File: config.mk
export PLATFORM = sky130hd
export DESIGN_NAME = dmem_arbiter
export DESIGN_NICKNAME = d
export VERILOG_FILES = /design/src/rtl/dmem_arb_pkg.sv /design/src/rtl/rr_arb2.sv /design/src/rtl/dmem_arbiter.sv
export SDC_FILE = /design/constraint.sdc
export NUM_CORES = 1
export LEC_CHECK = 0
export BUFFER_PORTS_ARGS = -buffer_cell sky130_fd_sc_hd__buf_2
export CAP_MARGIN = 20
export CORE_MARGIN = 5
export CORE_UTILIZATION = 35
export DETAILED_ROUTE_END_ITERATION = 7
export GPL_ROUTABILITY_DRIVEN = 0
export PLACE_DENSITY = 0.71
export SLEW_MARGIN = 20
export SYNTH_ARGS = -nofsm -noshare
export SYNTH_HDL_FRONTEND = slang
export SYNTH_SLANG_ARGS = --single-unit
File: constraint.sdc
create_clock -name clock_in -period 1.3 [get_ports clock_in]
set_input_delay 0.26 -clock clock_in [delete_from_list [all_inputs] [get_ports clock_in]]
set_output_delay 0.26 -clock clock_in [all_outputs]
set_load 0.02 [all_outputs]
File: src/rtl/dmem_arb_pkg.sv
// dmem_arb_pkg: shared state encoding and default sizing for the data-memory arbiter
package dmem_arb_pkg;
    typedef enum logic [1:0] {
        IDLE   = 2'b00,
        ACCESS = 2'b01,
        RESP   = 2'b10
    } state_e;
    localparam int DEF_DEPTH  = 128;
    localparam int DEF_DATA_W = 32;
    localparam int DEF_ADDR_W = 32;
endpackage

File: src/rtl/rr_arb2.sv
// rr_arb2: combinational two-way round-robin pick
//   req0, req1 : requests
//   last       : port served most recently (loses a tie)
//   winner     : chosen port index
//   valid      : at least one request present
module rr_arb2 (
    input  logic req0,
    input  logic req1,
    input  logic last,
    output logic winner,
    output logic valid
);
    always_comb begin
        winner = (req0 & req1) ? ~last : req1;
        valid  = req0 | req1;
    end
endmodule

File: src/rtl/dmem_arbiter.sv
// dmem_arbiter: round-robin two-port arbiter and access sequencer for a single-port data memory
//   clock_in, reset_n              : clock, synchronous active-low reset
//   req/we/addr/wdata [0,1]        : requester side access requests
//   gnt/rvalid/rdata/err [0,1]     : grant pulse, completion pulse, read data, range error
//   mem_address/writeData/memWrite/memRead : registered memory drive
//   mem_readData                   : combinational memory read data
module dmem_arbiter
    import dmem_arb_pkg::*;
#(
    parameter int DEPTH  = DEF_DEPTH,
    parameter int DATA_W = DEF_DATA_W,
    parameter int ADDR_W = DEF_ADDR_W
) (
    input  logic              clock_in,
    input  logic              reset_n,
    input  logic              req0,
    input  logic              req1,
    input  logic              we0,
    input  logic              we1,
    input  logic [ADDR_W-1:0] addr0,
    input  logic [ADDR_W-1:0] addr1,
    input  logic [DATA_W-1:0] wdata0,
    input  logic [DATA_W-1:0] wdata1,
    output logic              gnt0,
    output logic              gnt1,
    output logic              rvalid0,
    output logic              rvalid1,
    output logic [DATA_W-1:0] rdata0,
    output logic [DATA_W-1:0] rdata1,
    output logic              err0,
    output logic              err1,
    output logic [ADDR_W-1:0] mem_address,
    output logic [DATA_W-1:0] mem_writeData,
    output logic              mem_memWrite,
    output logic              mem_memRead,
    input  logic [DATA_W-1:0] mem_readData
);
    state_e             state_q, state_d;
    logic               last_q, last_d;
    logic               port_q, port_d;
    logic               we_q, we_d;
    logic [ADDR_W-1:0]  addr_q, addr_d;
    logic [DATA_W-1:0]  wdata_q, wdata_d;
    logic               in_range_q, in_range_d;
    logic [1:0]         gnt_q, gnt_d;
    logic [1:0]         rvalid_q, rvalid_d;
    logic [1:0]         err_q, err_d;
    logic [DATA_W-1:0]  rdata0_q, rdata0_d;
    logic [DATA_W-1:0]  rdata1_q, rdata1_d;
    logic [ADDR_W-1:0]  mem_address_q, mem_address_d;
    logic [DATA_W-1:0]  mem_writeData_q, mem_writeData_d;
    logic               mem_memWrite_q, mem_memWrite_d;
    logic               mem_memRead_q, mem_memRead_d;
    logic               win, win_valid;
    logic               sel_we, sel_in_range;
    logic [ADDR_W-1:0]  sel_addr;
    logic [DATA_W-1:0]  sel_wdata, rd_data;

    rr_arb2 u_rr (
        .req0   (req0),
        .req1   (req1),
        .last   (last_q),
        .winner (win),
        .valid  (win_valid)
    );

    always_comb begin
        state_d         = state_q;
        last_d          = last_q;
        port_d          = port_q;
        we_d            = we_q;
        addr_d          = addr_q;
        wdata_d         = wdata_q;
        in_range_d      = in_range_q;
        gnt_d           = '0;
        rvalid_d        = '0;
        err_d           = '0;
        rdata0_d        = '0;
        rdata1_d        = '0;
        mem_address_d   = '0;
        mem_writeData_d = '0;
        mem_memWrite_d  = 1'b0;
        mem_memRead_d   = 1'b0;
        sel_we          = win ? we1 : we0;
        sel_addr        = win ? addr1 : addr0;
        sel_wdata       = win ? wdata1 : wdata0;
        sel_in_range    = sel_addr < ADDR_W'(DEPTH);
        rd_data         = (~we_q & in_range_q) ? mem_readData : '0;
        case (state_q)
            IDLE: begin
                if (win_valid) begin
                    state_d         = ACCESS;
                    last_d          = win;
                    port_d          = win;
                    we_d            = sel_we;
                    addr_d          = sel_addr;
                    wdata_d         = sel_wdata;
                    in_range_d      = sel_in_range;
                    gnt_d[win]      = 1'b1;
                    // memory drive is registered, so it is loaded here to be valid throughout ACCESS
                    mem_address_d   = sel_addr;
                    mem_writeData_d = sel_wdata;
                    mem_memWrite_d  = sel_we & sel_in_range;
                    mem_memRead_d   = ~sel_we & sel_in_range;
                end
            end
            ACCESS: begin
                state_d          = RESP;
                rvalid_d[port_q] = 1'b1;
                err_d[port_q]    = ~in_range_q;
                rdata0_d         = port_q ? '0 : rd_data;
                rdata1_d         = port_q ? rd_data : '0;
            end
            default: state_d = IDLE;
        endcase
    end

    always_ff @(posedge clock_in) begin
        if (!reset_n) begin
            state_q         <= IDLE;
            last_q          <= 1'b1;
            port_q          <= 1'b0;
            we_q            <= 1'b0;
            addr_q          <= '0;
            wdata_q         <= '0;
            in_range_q      <= 1'b0;
            gnt_q           <= '0;
            rvalid_q        <= '0;
            err_q           <= '0;
            rdata0_q        <= '0;
            rdata1_q        <= '0;
            mem_address_q   <= '0;
            mem_writeData_q <= '0;
            mem_memWrite_q  <= 1'b0;
            mem_memRead_q   <= 1'b0;
        end else begin
            state_q         <= state_d;
            last_q          <= last_d;
            port_q          <= port_d;
            we_q            <= we_d;
            addr_q          <= addr_d;
            wdata_q         <= wdata_d;
            in_range_q      <= in_range_d;
            gnt_q           <= gnt_d;
            rvalid_q        <= rvalid_d;
            err_q           <= err_d;
            rdata0_q        <= rdata0_d;
            rdata1_q        <= rdata1_d;
            mem_address_q   <= mem_address_d;
            mem_writeData_q <= mem_writeData_d;
            mem_memWrite_q  <= mem_memWrite_d;
            mem_memRead_q   <= mem_memRead_d;
        end
    end

    assign gnt0          = gnt_q[0];
    assign gnt1          = gnt_q[1];
    assign rvalid0       = rvalid_q[0];
    assign rvalid1       = rvalid_q[1];
    assign err0          = err_q[0];
    assign err1          = err_q[1];
    assign rdata0        = rdata0_q;
    assign rdata1        = rdata1_q;
    assign mem_address   = mem_address_q;
    assign mem_writeData = mem_writeData_q;
    assign mem_memWrite  = mem_memWrite_q;
    assign mem_memRead   = mem_memRead_q;
endmodule

-- After elaboration in Yosys (flattened, before gate mapping)
Index checks and enable logic that the tools add are counted.
- bits in registers: 142
- logic and storage cells: 52
- output and inout bits: 136
- bits of input ports: 166
- bitwise logic cells: 12
- multiplexer cells: 11
- eq/ne operators: 2
- reduce and logical (&&, ||, !) cells: 8
- order comparisons: 5
- operators by type and width (operator ; number):
    2-to-1 mux 32 bit ; 3
    less-than comparator 32 x 8 -> 1 bit, second input constant ; 1
    inverter 1 bit ; 6
    AND reduction 3 bit ; 2
    AND 1 bit ; 4
    less-than comparator 1 x 2 -> 1 bit, second input constant ; 2
    2-to-1 mux 1 bit ; 4
    one-hot mux 2 bit (2 select lines) ; 1
    AND reduction 2 bit ; 2
    OR reduction 3 bit ; 1
    AND 2 bit ; 1
    demux 1 bit (select 1 bit) ; 2
    equality test 2 x 1 -> 1 bit, second input constant ; 1
    greater-or-equal comparator 1 bit, second input constant ; 2
    logical AND 1 bit ; 2
    logical NOT 2 bit ; 1
    2-to-1 mux 2 bit ; 1
    != test 2 x 1 -> 1 bit, second input constant ; 1
    bitwise OR 1 bit ; 1

-- Logic depth before layout (Yosys ltp)
Gate-level depths: netlist (run 1).
- depth in word-level cells: 6
- gate-level depth with buffers: 6
- gate-level depth less buffers: 4

-- Cells and area by module
From an unflattened synthesis (run 1), not the netlist that was laid out.
- cell total of the unflattened synthesis: 416
- area total of the unflattened synthesis: 4621.9 sq um
- modules (own cells, without submodules) (module ; cells each ; seq. area each (sq um) ; area each (sq um) ; times used):
    dmem_arbiter ; 414 ; 2842.7 ; 4608.2 ; 1
    rr_arb2 ; 2 ; 0.0 ; 13.8 ; 1

-- Worst setup path after synthesis (run 1)
OpenSTA, ideal clock, no wires.
- path kind: reg2reg
- from: register state_q[1]
- to: register mem_address_q[22], in the netlist mem_address[22]
- stages on the path, launching flop included: 6
- buffers on the path: 3
- library setup time: 66 ps
- period minus slack after synthesis: 1395 ps
- required time: 1234 ps
- slack: -95 ps
- arrival time: 1329 ps
- cells stage by stage: dfxtp_1 or4b_1 clkbuf_1 buf_6 buf_6 a21oi_2
- cells in the longest elaborated chain, start to end: 2
- RTL lines (element ; RTL line ; source):
    start, declared ; dmem_arbiter.sv:38 ; state_e state_q, state_d;
    start signal, assigned ; dmem_arbiter.sv:137 ; state_q <= state_d;
    logical NOT 2 bit ; dmem_arbiter.sv:89 ; case (state_q)
    AND reduction 3 bit (no line) ; - ;
    end signal, assigned ; dmem_arbiter.sv:149 ; mem_address_q <= mem_address_d;
    end, declared ; dmem_arbiter.sv:50 ; logic [ADDR_W-1:0] mem_address_q, mem_address_d;
No other way between the ends.
A chain may end at the register's enable or synchronous reset.

-- Worst setup path in the final report (run 1)
- from: register state_q[1]
- to: register mem_address_q[1], in the netlist mem_address[1]
The elaborated chain is that of the path after synthesis.

==> metrics.md, run 1 <==
| Metric | Value |
|---|---|
| Status | finished with violations |
| Failing checks | negative setup slack |
| Net Count, Synth | about 650 |
| Maximum VDD drop | roughly 760 uV |
| Clk slew on worst S/H paths | about 0.060 ns |
| Num CTS Buffers | 17 |
| Die area | around 16000 um2 |
| Synth Register Bits | between 100 and 150 |
| Largest net degree at the start of global routing | 65 |
| HPWL Detailed | 10820 um |
| Combinational share of power | about an eighth |
| Crit Path Max Fanout | 8 |
| Reg-to-Reg End | mem_address[1] |
| Worst Hold Path EP | mem_writeData[15] |
| Mean area per synthesized cell | slightly below 10 um2 |
| Tcrit/Tclk final | 108.7% |
| Final net count | 970 |
| Cell area after synthesis | around 4600 um2 |
| Post-synthesis compound-gate area fraction | between 10 and 15% |
| Finished Cell Area | about 7300 um2 |
| WL/cell | 15.20 um |
| Worst Hold Path Cells | 3 |
| TritonCTS Sinks | around 140 |
| Vias | 4535 |
| Worst-Skew Late Latency | ~0.4 ns |
| Power Density | ~1500 nW/um2 |
| Fmax | 707.4 MHz |
| First-pass GRT wire length | around 22000 um |
| Number of diodes | 0 |
| GRT Resource Usage Total | about 18% |
| Total leakage power | approximately 3.9 nW |
| Flop pwr share | between 40% and 50% |
| Vias/cell | between 4 and 5 |
| Max capacitance violation total | 0 |
| Clock power frac | around 45% |
| DP Area | 6520 um2 |
| Slew margin rel. | 75.71% |
| Final Critical Period | 1.414 ns |
| Num ports | roughly 300 |
| Vias in the first global route | about 4400 |
| Reg2Reg Depth | 4 |
| Post-place setup slack | -0.2850 ns |
| Switching Share | approximately a quarter |
| Gate Count Post-Synth | 479 |
| IO buf count | 301 |
| Detail Route Antenna Nets | 0 |
| Worst-Margin Slew | approximately 0.36 ns |
| CP startpoint kind | register |
| YS warnings | 0 |
| CTS H-tree depth | 4 |
| Area grow syn2layout | 57.53% |
| Post-synthesis mux area share | 0.8950% |
| Final core occ | roughly 56% |
| RR Startpoint | state_q[1] |
| Fin. max-slew vios | 0 |
| CP arrival | around 1.8 ns |
| Worst min-delay path startpoint | wdata1[15] |
| Fin Clk Skew | around 0.011 ns |
| Synth Area in XOR/XNOR | 0% |
| Unique masters post-synth | 25 |
| Sequential area share after synthesis | 61.62% |
| Critical path class | register to register |
| P_sw | between 2 and 3 mW |
| Antenna violations before repair | 0 |
| Root buffer cell | clkbuf_16 |
| Post-synthesis simple-gate area fraction | a little under a quarter |
| Worst min-delay path class | input port to register |
| CTS tree | yes |
| CTS max path bufs | 2 |
| RSZ-0062 raised after global routing | yes |
| Post-route DRC | 0 |
| CP endpoint kind | register |
| DRT iter0 DRCs | roughly 210 |
| Flop-to-flop setup slack | -0.11 ns |
| Initial core utilization | 35.26% |
| Routed WL | 15080 um |
| Die X | 124.8 um |
| Core box area | about 13000 um2 |
| # rows | 42 |
| Min setup slack post-route | -0.1137 ns |
| Internal power | about 8 mW |
| Main combinational cell family by area after synthesis | simple AND/OR/NAND/NOR gates |
| Post-synthesis adder-cell area fraction | 0% |
| Final setup vio count | between 60 and 70 |
| Proportion of layout cells with a drive suffix above 1 | between 50% and 60% |
| Beginning of the critical path | state_q[1] |
| Final Hold Viols | 0 |
| Setup TNS | -2.965 ns |
| Total gr overflow | 0 |
| Critical path data required time | 1.64 ns |
| Router iterations before antenna repair | 4 |
| Die Ht | about 120 um |
layout make-up:
class,instances,area (um2)
multi-input combinational,301,1653
tap,176,220.2
sequential,142,2844
inverter,1,3.754
timing repair buffer,341,1966
fill,1187,5818
clock inverter,13,141.4
clock buffer,18,439.2
cell usage in the layout (no fill, tap or decap), drive strengths merged, types with 4 or more instances in the layout:
cell type and n:
and3 64, a21oi 64, nor4 11, nor3 5
nand4 4, clkinv 6, nor2 6, nand2 132
clkbuf 21, dfxtp 142, buf 338
power groups by stage:
stage	logic [mW]	clock network (mW)	registers, mW
6_report	1.28	4.73	4.55
5_1_grt	1.38	5.04	4.56
2_1_floorplan	0.420	0	4.82
3_3_place_gp	1.19	0	4.64
4_1_cts	1.20	4.80	4.55
3_5_place_dp	1.19	0	4.64
worst max path at each step:
stage                     cells after the start                 to  slack, ns
final                                         4     mem_address[1]      -0.11
after global routing                          4           gnt_q[1]      -0.14
after CTS                                     3  mem_writeData[16]      -0.07
after detailed placement                      6        mem_memRead      -0.29
after global placement                        6         in_range_q      -0.27
after floorplan                               5    mem_address[22]      -0.07
timing repair:
action	in CTS	in global routing
setup endpoints to repair	69	98
setup buffers	1	3
pin swaps	0	0
hold buffers	0	0
gates cloned	0	3
gates resized for setup	1	16
layer usage:
| metal | global-route usage [%] | vias up | routed length [um] |
|---|---|---|---|
| met5 | 0 | - | 0 |
| met4 | 6.319 | 0 | 255 |
| met3 | 7.719 | 15 | 1532 |
| met2 | 29.10 | 221 | 7221 |
| met1 | 20.73 | 2049 | 6073 |
| li1 | - | 2250 | - |
cells by family after synthesis:
logic type / Yosys count
DFF: 142
and+or+nand+nor: 228
muxes: 4
AOI/OAI and AO/OA: 69
buffers and inverters: 36
metrics by stage:
stage	hold slack (ns)	total power [mW]	instances
after floorplan	0.3219	5.239	479
after global placement	0.4931	5.832	954
after detailed placement	0.4957	5.835	954
after CTS	0.07046	10.56	986
after global routing	0.07005	10.98	992
final	0.07739	10.56	992
synthesized netlist by cell type:
master      n  share of area (%)
mux2_2      1               0.24
nor2b_1     3               0.41
a21oi_2    30                5.7
a21oi_1    34                3.7
or4b_1      1               0.22
nor2_1      6               0.49
nor4_1     11                1.5
a21bo_1     1               0.22
a21o_1      1               0.16
clkbuf_1   26                2.1
nor3_1      5               0.54
buf_6       4               0.98
buf_2       4               0.43
o22ai_1     1               0.14
inv_1       1              0.081
a21boi_1    1               0.16
nor3b_2     1               0.27
and3_1     64                8.7
nand2_1   132                 11
nand4_1     4               0.54
mux2i_1     3               0.65
buf_1       1              0.081
and2_0      1               0.14
dfxtp_1   142                 62
o211a_1     1               0.22
flip-flops by register name, indices dropped and copies added, names as in the netlist:
| signal | count |
|---|---|
| mem_writeData | 32 |
| port_q | 1 |
| last_q | 1 |
| state_q | 2 |
| mem_memRead | 1 |
| we_q | 1 |
| gnt_q | 2 |
| err_q | 2 |
| mem_memWrite | 1 |
| rdata1 | 32 |
| mem_address | 32 |
| rdata0 | 32 |
| in_range_q | 1 |
| rvalid_q | 2 |
critical path: stages (launching register included):
cell,delay [ns]
dfxtp_2,0.33
or4b_4,0.58
buf_4,0.18
clkbuf_16,0.16
a21oi_2,0.10
Power figures use the tool's default switching activity.
==> inputs of run 2 (changes only) <==
--- a/config.mk
+++ b/config.mk
@@ -12,6 +12,7 @@
 export DETAILED_ROUTE_END_ITERATION = 7
 export GPL_ROUTABILITY_DRIVEN = 0
 export PLACE_DENSITY = 0.71
+export REMOVE_ABC_BUFFERS = 1
 export SLEW_MARGIN = 20
 export SYNTH_ARGS = -nofsm -noshare
 export SYNTH_HDL_FRONTEND = slang
==> run 2 against run 1 <==
Routed wire length fell by 2.6%. Clock power barely moved. Largest power group unchanged. The flow still finishes with violations (negative setup slack). Register-to-register slack improved by 0.05 ns. Via count fell by 1.3%. Final area fell by 0.95%.
==> metrics.md, run 2 (synthesized netlist as in run 1, its figures left out) <==
| Metric | Value |
|---|---|
| Final core occ | 55.01% (-0.53 points) |
| Metal-1 WL | 5966 um (-1.8%) |
| Final setup vio count | 40 (-40%) |
| Vias | 4476 (-1.3%) |
| Num CTS Buffers | 17 (unchanged) |
| Beginning of the critical path | state_q[0] |
| RR Startpoint | state_q[0] |
| TritonCTS Sinks | 142 (unchanged) |
| Buffers and inverters on the worst path | 0 (-2) |
| Min setup slack post-route | -0.06250 ns (+0.05122 ns) |
| Crit Path Max Fanout | 4 (-4) |
| Root buffer cell | clkbuf_16 |
| Post-route DRC | 0 (unchanged) |
| Worst-Margin Slew | 0.3893 ns (+0.02825 ns) |
| HPWL Detailed | 11150 um (+3.0%) |
| Tot Pwr | 10.50 mW (-0.58%) |
| Clock power frac | 45.0% (+0.2 points) |
| Area grow syn2layout | 56.03% |
| CP max stage cell | or4b_4 |
| Maximum VDD drop | 676.3 uV (-10%) |
| Fin Clk Skew | 0.01411 ns (+0.003215 ns) |
| Crit path max-delay family | simple AND/OR/NAND/NOR gates |
| Final Hold Viols | 0 (unchanged) |
| First-pass GRT wire length | 22540 um (+1.7%) |
| Total leakage power | 3.856 nW (-1.8%) |
| CP endpoint kind | register |
| Switching Share | 26.02% (+1.1 points) |
| IO buf count | 301 (unchanged) |
| Proportion of layout cells with a drive suffix above 1 | 52.23% (+1.1 points) |
| Tcrit/Tclk final | 104.8% (-3.9 points) |
| WL/cell | 14.96 um (-1.6%) |
| CP arrival | 1.69 ns (-0.06 ns) |
| P_sw | 2.732 mW (+3.7%) |
| Number of diodes | 0 (unchanged) |
| DRT iter0 DRCs | 224 (+7.7%) |
| Final Critical Period | 1.363 ns (-0.05122 ns) |
| Worst min-delay path class | input port to register |
| Register area | 2844 um2 (unchanged) |
| Clk slew on worst S/H paths | 0.06 ns (about the same) |
| Max capacitance violation total | 0 (unchanged) |
| CTS max path bufs | 2 (unchanged) |
| # fillers | 1195 (+0.67%) |
| # rows | 42 (unchanged) |
| Total gr overflow | 0 (unchanged) |
| Top Metal Used | met4 |
| Critical path class | register to register |
| Fmax | 733.9 MHz (+3.8%) |
| Non-Filler Instances | 982 (-1.0%) |
| Num ports | 302 (unchanged) |
| Slew margin rel. | 73.81% (-1.9 points) |
| Antenna violations before repair | 0 (unchanged) |
| CTS H-tree depth | 4 (unchanged) |
| RSZ-0062 raised after global routing | yes |
| Worst min-delay path startpoint | mem_readData[10] |
| Cell Count Post-Placement | 949 (-0.52%) |
| Die area | 15580 um2 (unchanged) |
| Combinational share of power | 11.7% (-0.4 points) |
| Met3 wire len | 1542 um (+0.65%) |
| Router iterations before antenna repair | 4 (unchanged) |
| Status | finished with violations |
| Hold WS | 0.08314 ns (+0.005750 ns) |
| Die Ht | 124.8 um (unchanged) |
| Met2 wire length | 6975 um (-3.4%) |
| Area of the multi-input gates | 1703 um2 (+3.0%) |
| Post-CTS Setup Bufs | 0 (-1) |
| Crit-path cells | or4b_4, a21o_1, o22ai_1 |
| CP startpoint kind | register |
| Vias/cell | 4.558 (-0.30%) |
| Commonest non-fill, non-tap cell in the layout | buf_2 |
| Vias in the first global route | 4400 (+0.55%) |
| GRT Resource Usage Total | 17.94% (+0.17 points) |
| Detail Route Antenna Nets | 0 (unchanged) |
| Die X | 124.8 um (unchanged) |
| Flop pwr share | 43.3% (+0.2 points) |
| Post-CTS Hold Buffers | 0 (unchanged) |
| Initial core utilization | 35.26% (unchanged) |
| Power Density | 1459 nW/um2 (+0.37%) |
| CTS tree | yes |
| Worst-Skew Late Latency | 0.41 ns (about the same) |
| Slowest stage delay, CP | 0.60 ns (+0.02 ns) |
| Internal power | 7.769 mW (-2.0%) |
| Core box area | 13090 um2 (unchanged) |
| Largest net degree at the start of global routing | 65 (unchanged) |
| Final net count | 959 (-1.1%) |
| Failing checks | negative setup slack |
| Routed WL | 14690 um (-2.6%) |
| Fin. max-slew vios | 0 (unchanged) |
| Critical path data required time | 1.62 ns (-0.02 ns) |
| Most frequent cells in the layout | buf_2 (301), dfxtp_1 (141), nand2_1 (131) |
run 2: cell type report:
type                    count  area share [%]
clock buffers              18           6.101
clock inverters            14           2.051
inverters                   1         0.05215
multi-input cells         301           23.66
flip-flops and latches    142           39.51
well taps                 176           3.059
repair buffers            330           25.57
run 2: per-layer routing:
layer  vias to the layer above  GRT usage (%)
li1                       2229              -
met1                      2009          20.55
met2                       225          30.03
met3                        13          8.148
met4                         0          5.416
met5                         -              0
run 2: worst paths after layout:
path	slack, ns	end	cells past startpoint
min	0.08	rdata0[10]	2
max	-0.06	in_range_q	3
min reg2reg	0.50	err_q[0]	1
max reg2reg	-0.06	in_range_q	3
run 2: power groups by stage:
stage	Sequential (mW)	Combinational, mW	Clock [mW]
detailed placement	4.64	1.19	0
global route	4.56	1.34	5.04
global placement	4.64	1.18	0
CTS	4.55	1.22	4.84
floorplan	4.82	0.385	0
finish	4.55	1.23	4.72
run 2: timing repair:
action | CTS | global route
endpoints found under the setup margin | 58 | 99
pin swaps | 1 | 0
resized for setup | 16 | 11
gates cloned | 0 | 1
run 2: stage by stage:
| stage | area, um2 | setup TNS (ns) | setup slack, ns |
|---|---|---|---|
| global route | 7198 | -2.477 | -0.1161 |
| global placement | 6494 | -4.852 | -0.1774 |
| finish | 7198 | -0.5137 | -0.06250 |
| CTS | 7143 | -0.2731 | -0.06352 |
| detailed placement | 6494 | -5.915 | -0.1820 |
| floorplan | 4447 | -175.42 | -2.002 |
run 2: worst reg2reg max path, delay by kind of cell (launching register included):
kind,cells,cell delay [ns]
AND/OR/NAND/NOR,1,0.60
AO/OA/AOI/OAI,2,0.37
flip-flops,1,0.32
==> inputs of run 3 (changes only) <==
--- a/config.mk
+++ b/config.mk
@@ -8,12 +8,13 @@
 export BUFFER_PORTS_ARGS = -buffer_cell sky130_fd_sc_hd__buf_2
 export CAP_MARGIN = 20
 export CORE_MARGIN = 5
-export CORE_UTILIZATION = 35
+export CORE_UTILIZATION = 38
 export DETAILED_ROUTE_END_ITERATION = 7
 export GPL_ROUTABILITY_DRIVEN = 0
-export PLACE_DENSITY = 0.71
+export PLACE_DENSITY = 0.76
 export REMOVE_ABC_BUFFERS = 1
 export SLEW_MARGIN = 20
 export SYNTH_ARGS = -nofsm -noshare
 export SYNTH_HDL_FRONTEND = slang
+export SYNTH_HIERARCHICAL = 1
 export SYNTH_SLANG_ARGS = --single-unit
==> run 3 against run 2 <==
The run still ends with negative setup slack left. Sequential power hardly changed. Clock-buffer cell count up 1. Global-route usage up 1.2 points. Power increased by 5.9%. Critical path depth rose by 4. Synthesized cell count is 13% lower. Sequential share of layout area did not move. Worst setup slack improved by 0.043 ns. Clock power increased by 12%. Critical endpoint unchanged. Largest power group unchanged.
==> metrics.md, run 3 <==
| Metric | Value |
|---|---|
| Worst min-delay path class | input port to register |
| Root buffer cell | clkbuf_16 |
| TritonCTS Sinks | 142 (unchanged) |
| Top_reg_cell synth | dfxtp_1 |
| Tot Pwr | 11.12 mW (+5.9%) |
| Total gr overflow | 0 (unchanged) |
| Buffers and inverters on the worst path | 3 (+3) |
| Register area | 2844 um2 (unchanged) |
| Crit-path cells | a21boi_4, buf_12, buf_4, a21oi_2, a211oi_2, buf_4, a22o_1 |
| Post-synthesis simple-gate area fraction | 18.60% (-4.9 points) |
| Slowest stage delay, CP | 0.35 ns (-0.25 ns) |
| Crit Path Max Fanout | 7 (+3) |
| Die Ht | 120.3 um (-3.6%) |
| Num CTS Buffers | 17 (unchanged) |
| # fillers | 971 (-19%) |
| CTS H-tree depth | 4 (unchanged) |
| DP Area | 6396 um2 (-1.5%) |
| Async SR Flop Fraction | 0% (unchanged) |
| Crit path top cell by count | buf_4 |
| CP endpoint kind | register |
| Most frequent cells in the layout | buf_2 (301), dfxtp_1 (141), nor2_1 (70) |
| Flop-to-flop setup slack | -0.02 ns (+0.04 ns) |
| CP startpoint kind | register |
| Vias in the first global route | 4392 (-0.18%) |
| Total leakage power | 3.941 nW (+2.2%) |
| Cell area after synthesis | 4622 um2 (+0.19%) |
| Largest net degree at the start of global routing | 65 (unchanged) |
| Unique masters post-synth | 31 (+24%) |
| Cell accounting for the most synthesized area | dfxtp_1 |
| Final net count | 899 (-6.3%) |
| Num ports | 302 (unchanged) |
| RSZ-0062 raised after global routing | yes |
| Routed WL | 14590 um (-0.63%) |
| Antenna violations before repair | 0 (unchanged) |
| DRT iter0 DRCs | 220 (-1.8%) |
| Proportion of layout cells with a drive suffix above 1 | 49.87% (-2.4 points) |
| CP arrival | 1.62 ns (-0.07 ns) |
| Post-place setup slack | -0.2168 ns (-0.03476 ns) |
| Gate Count Post-Synth | 416 (-13%) |
| Critical path class | register to register |
| Final Critical Period | 1.319 ns (-0.04314 ns) |
| Crit path max-delay family | compound AO/OA/AOI/OAI gates |
| Slew margin rel. | 74.37% (+0.56 points) |
| Top cells by count, synth | dfxtp_1 (142), nor2_1 (70), mux2i_1 (66) |
| Worst min-delay path startpoint | addr0[5] |
| Status | finished with violations |
| Die area | 14470 um2 (-7.1%) |
| Main combinational cell family by area after synthesis | simple AND/OR/NAND/NOR gates |
| Fin Clk Skew | 0.006991 ns (-0.007121 ns) |
| Number of diodes | 0 (unchanged) |
| Post-synthesis mux area share | 14.29% (+13 points) |
| Fin. max-slew vios | 0 (unchanged) |
| HPWL Detailed | 11190 um (+0.38%) |
| CP max stage cell | dfxtp_2 |
| Max capacitance violation total | 0 (unchanged) |
| Core box area | 11960 um2 (-8.6%) |
| Synth Area in XOR/XNOR | 0% (unchanged) |
| Tcrit/Tclk final | 101.5% (-3.3 points) |
| YS warnings | 6 (+6) |
| First-pass GRT wire length | 21690 um (-3.8%) |
| Area of the multi-input gates | 1657 um2 (-2.7%) |
| Detail Route Antenna Nets | 0 (unchanged) |
| Power Density | 1544 nW/um2 (+5.9%) |
| IO buf count | 301 (unchanged) |
| Fmax | 757.9 MHz (+3.3%) |
| Number of synthesized flops with an enable pin | 0 (unchanged) |
| Post-synthesis adder-cell area fraction | 0% (unchanged) |
| Commonest non-fill, non-tap cell in the layout | buf_2 |
| Vias/cell | 4.742 (+4.0%) |
| Final setup vio count | 3 (-93%) |
| Post-synth top area share | 61.51% (-0.12 points) |
| Worst-Margin Slew | 0.3809 ns (-0.008347 ns) |
| Area contributors post-synth | dfxtp_1 (62%), mux2i_1 (14%), and3_1 (8.8%), nor2_1 (5.7%), buf_2 (1.5%) |
| Finished Cell Area | 7198 um2 (unchanged) |
| Beginning of the critical path | last_q |
| Min setup slack post-route | -0.01936 ns (+0.04314 ns) |
| # rows | 40 (-4.8%) |
| Sequential area share after synthesis | 61.51% (-0.12 points) |
| Synth Register Bits | 142 (unchanged) |
| Maximum VDD drop | 724.7 uV (+7.2%) |
| Critical path data required time | 1.60 ns (-0.02 ns) |
| Top-count cell post-synth | dfxtp_1 |
| Worst-Skew Late Latency | 0.41 ns (about the same) |
| WL/cell | 16.34 um (+9.3%) |
| Area grow syn2layout | 55.74% |
| Router iterations before antenna repair | 5 (+1) |
| Post-synthesis compound-gate area fraction | 1.624% (-8.7 points) |
| Vias | 4235 (-5.4%) |
| CTS tree | yes |
| CTS max path bufs | 2 (unchanged) |
| GRT Resource Usage Total | 19.15% (+1.2 points) |
| Clk slew on worst S/H paths | 0.06 ns (about the same) |
| Initial core utilization | 38.64% (+3.4 points) |
| Post-route DRC | 0 (unchanged) |
| Mean area per synthesized cell | 11.11 um2 (+15%) |
| Die X | 120.3 um (-3.6%) |
| Failing checks | negative setup slack |
| Final Hold Viols | 0 (unchanged) |
| RR Startpoint | last_q |
## run 3: cell types whose count changed after synthesis, moves of 19 or more
| cell | previous run | this run |
|---|---|---|
| a21oi_2 | 30 | 0 |
| nand2_1 | 132 | 1 |
| clkbuf_1 | 26 | 7 |
| mux2i_1 | 3 | 66 |
| nor2_1 | 6 | 70 |
| a21oi_1 | 34 | 2 |
## run 3: cells by family after synthesis
| logic type | after synthesis |
|---|---|
| AO/OA/AOI/OAI | 10 |
| buffers and inverters | 34 |
| flip-flops | 142 |
| multiplexers | 66 |
| AND/OR/NAND/NOR | 164 |
## run 3: per-layer routing
metal	routed length (um)	up-vias	share of wire [%]	global-route usage (%)
li1	-	2051	-	-
met1	5243	1951	36	19.19
met2	7276	207	50	34.11
met3	1800	26	12	9.588
met4	273	0	1.9	7.082
met5	0	-	0	0
## run 3: final cells by class
cell class | instances | share of cell area [%]
clock buffer | 19 | 6.153
clock inverter | 13 | 2.955
inverter | 5 | 0.2607
multi-input combinational | 241 | 23.01
sequential | 142 | 39.51
tap | 147 | 2.555
timing repair buffer | 326 | 25.55
## run 3: stage by stage
step | hold slack [ns] | setup TNS [ns] | utilization (%) | cells
detailed placement | 0.4706 | -2.196 | 53.47 | 853
floorplan | 0.4039 | -360.03 | - | 387
CTS | 0.06365 | -0.1308 | 59.49 | 890
finish | 0.08127 | -0.02183 | 60.18 | 893
global placement | 0.4592 | -0.7657 | 53.47 | 853
global route | 0.07611 | -1.111 | 60.18 | 893
## run 3: final timing paths
| check | to | depth (start not counted) |
|---|---|---|
| max | in_range_q | 7 |
| min | mem_address[5] | 3 |
| max reg2reg | in_range_q | 7 |
| min reg2reg | we_q | 2 |
## run 3: worst min-delay path, cell delays in order
cell	delay, ns
buf_2	0.07
mux2i_1	0.05
nor2_1	0.07
## run 3: timing repair
action / 4_1_cts / 5_1_grt
pin swaps: 2 / 2
hold buffers: 0 / 0
setup endpoints to repair: 8 / 71
cloned: 0 / 2
setup buffers: 6 / 1
gates resized for setup: 3 / 11
## run 3: report_power, final
part | internal (mW) | switching [mW] | leakage, nW | total (mW)
clock network | 3.47 | 1.84 | 0.310 | 5.30
registers | 4.51 | 0.0513 | 1.15 | 4.56
logic | 0.584 | 0.667 | 2.48 | 1.25
total | 8.56 | 2.55 | 3.94 | 11.1
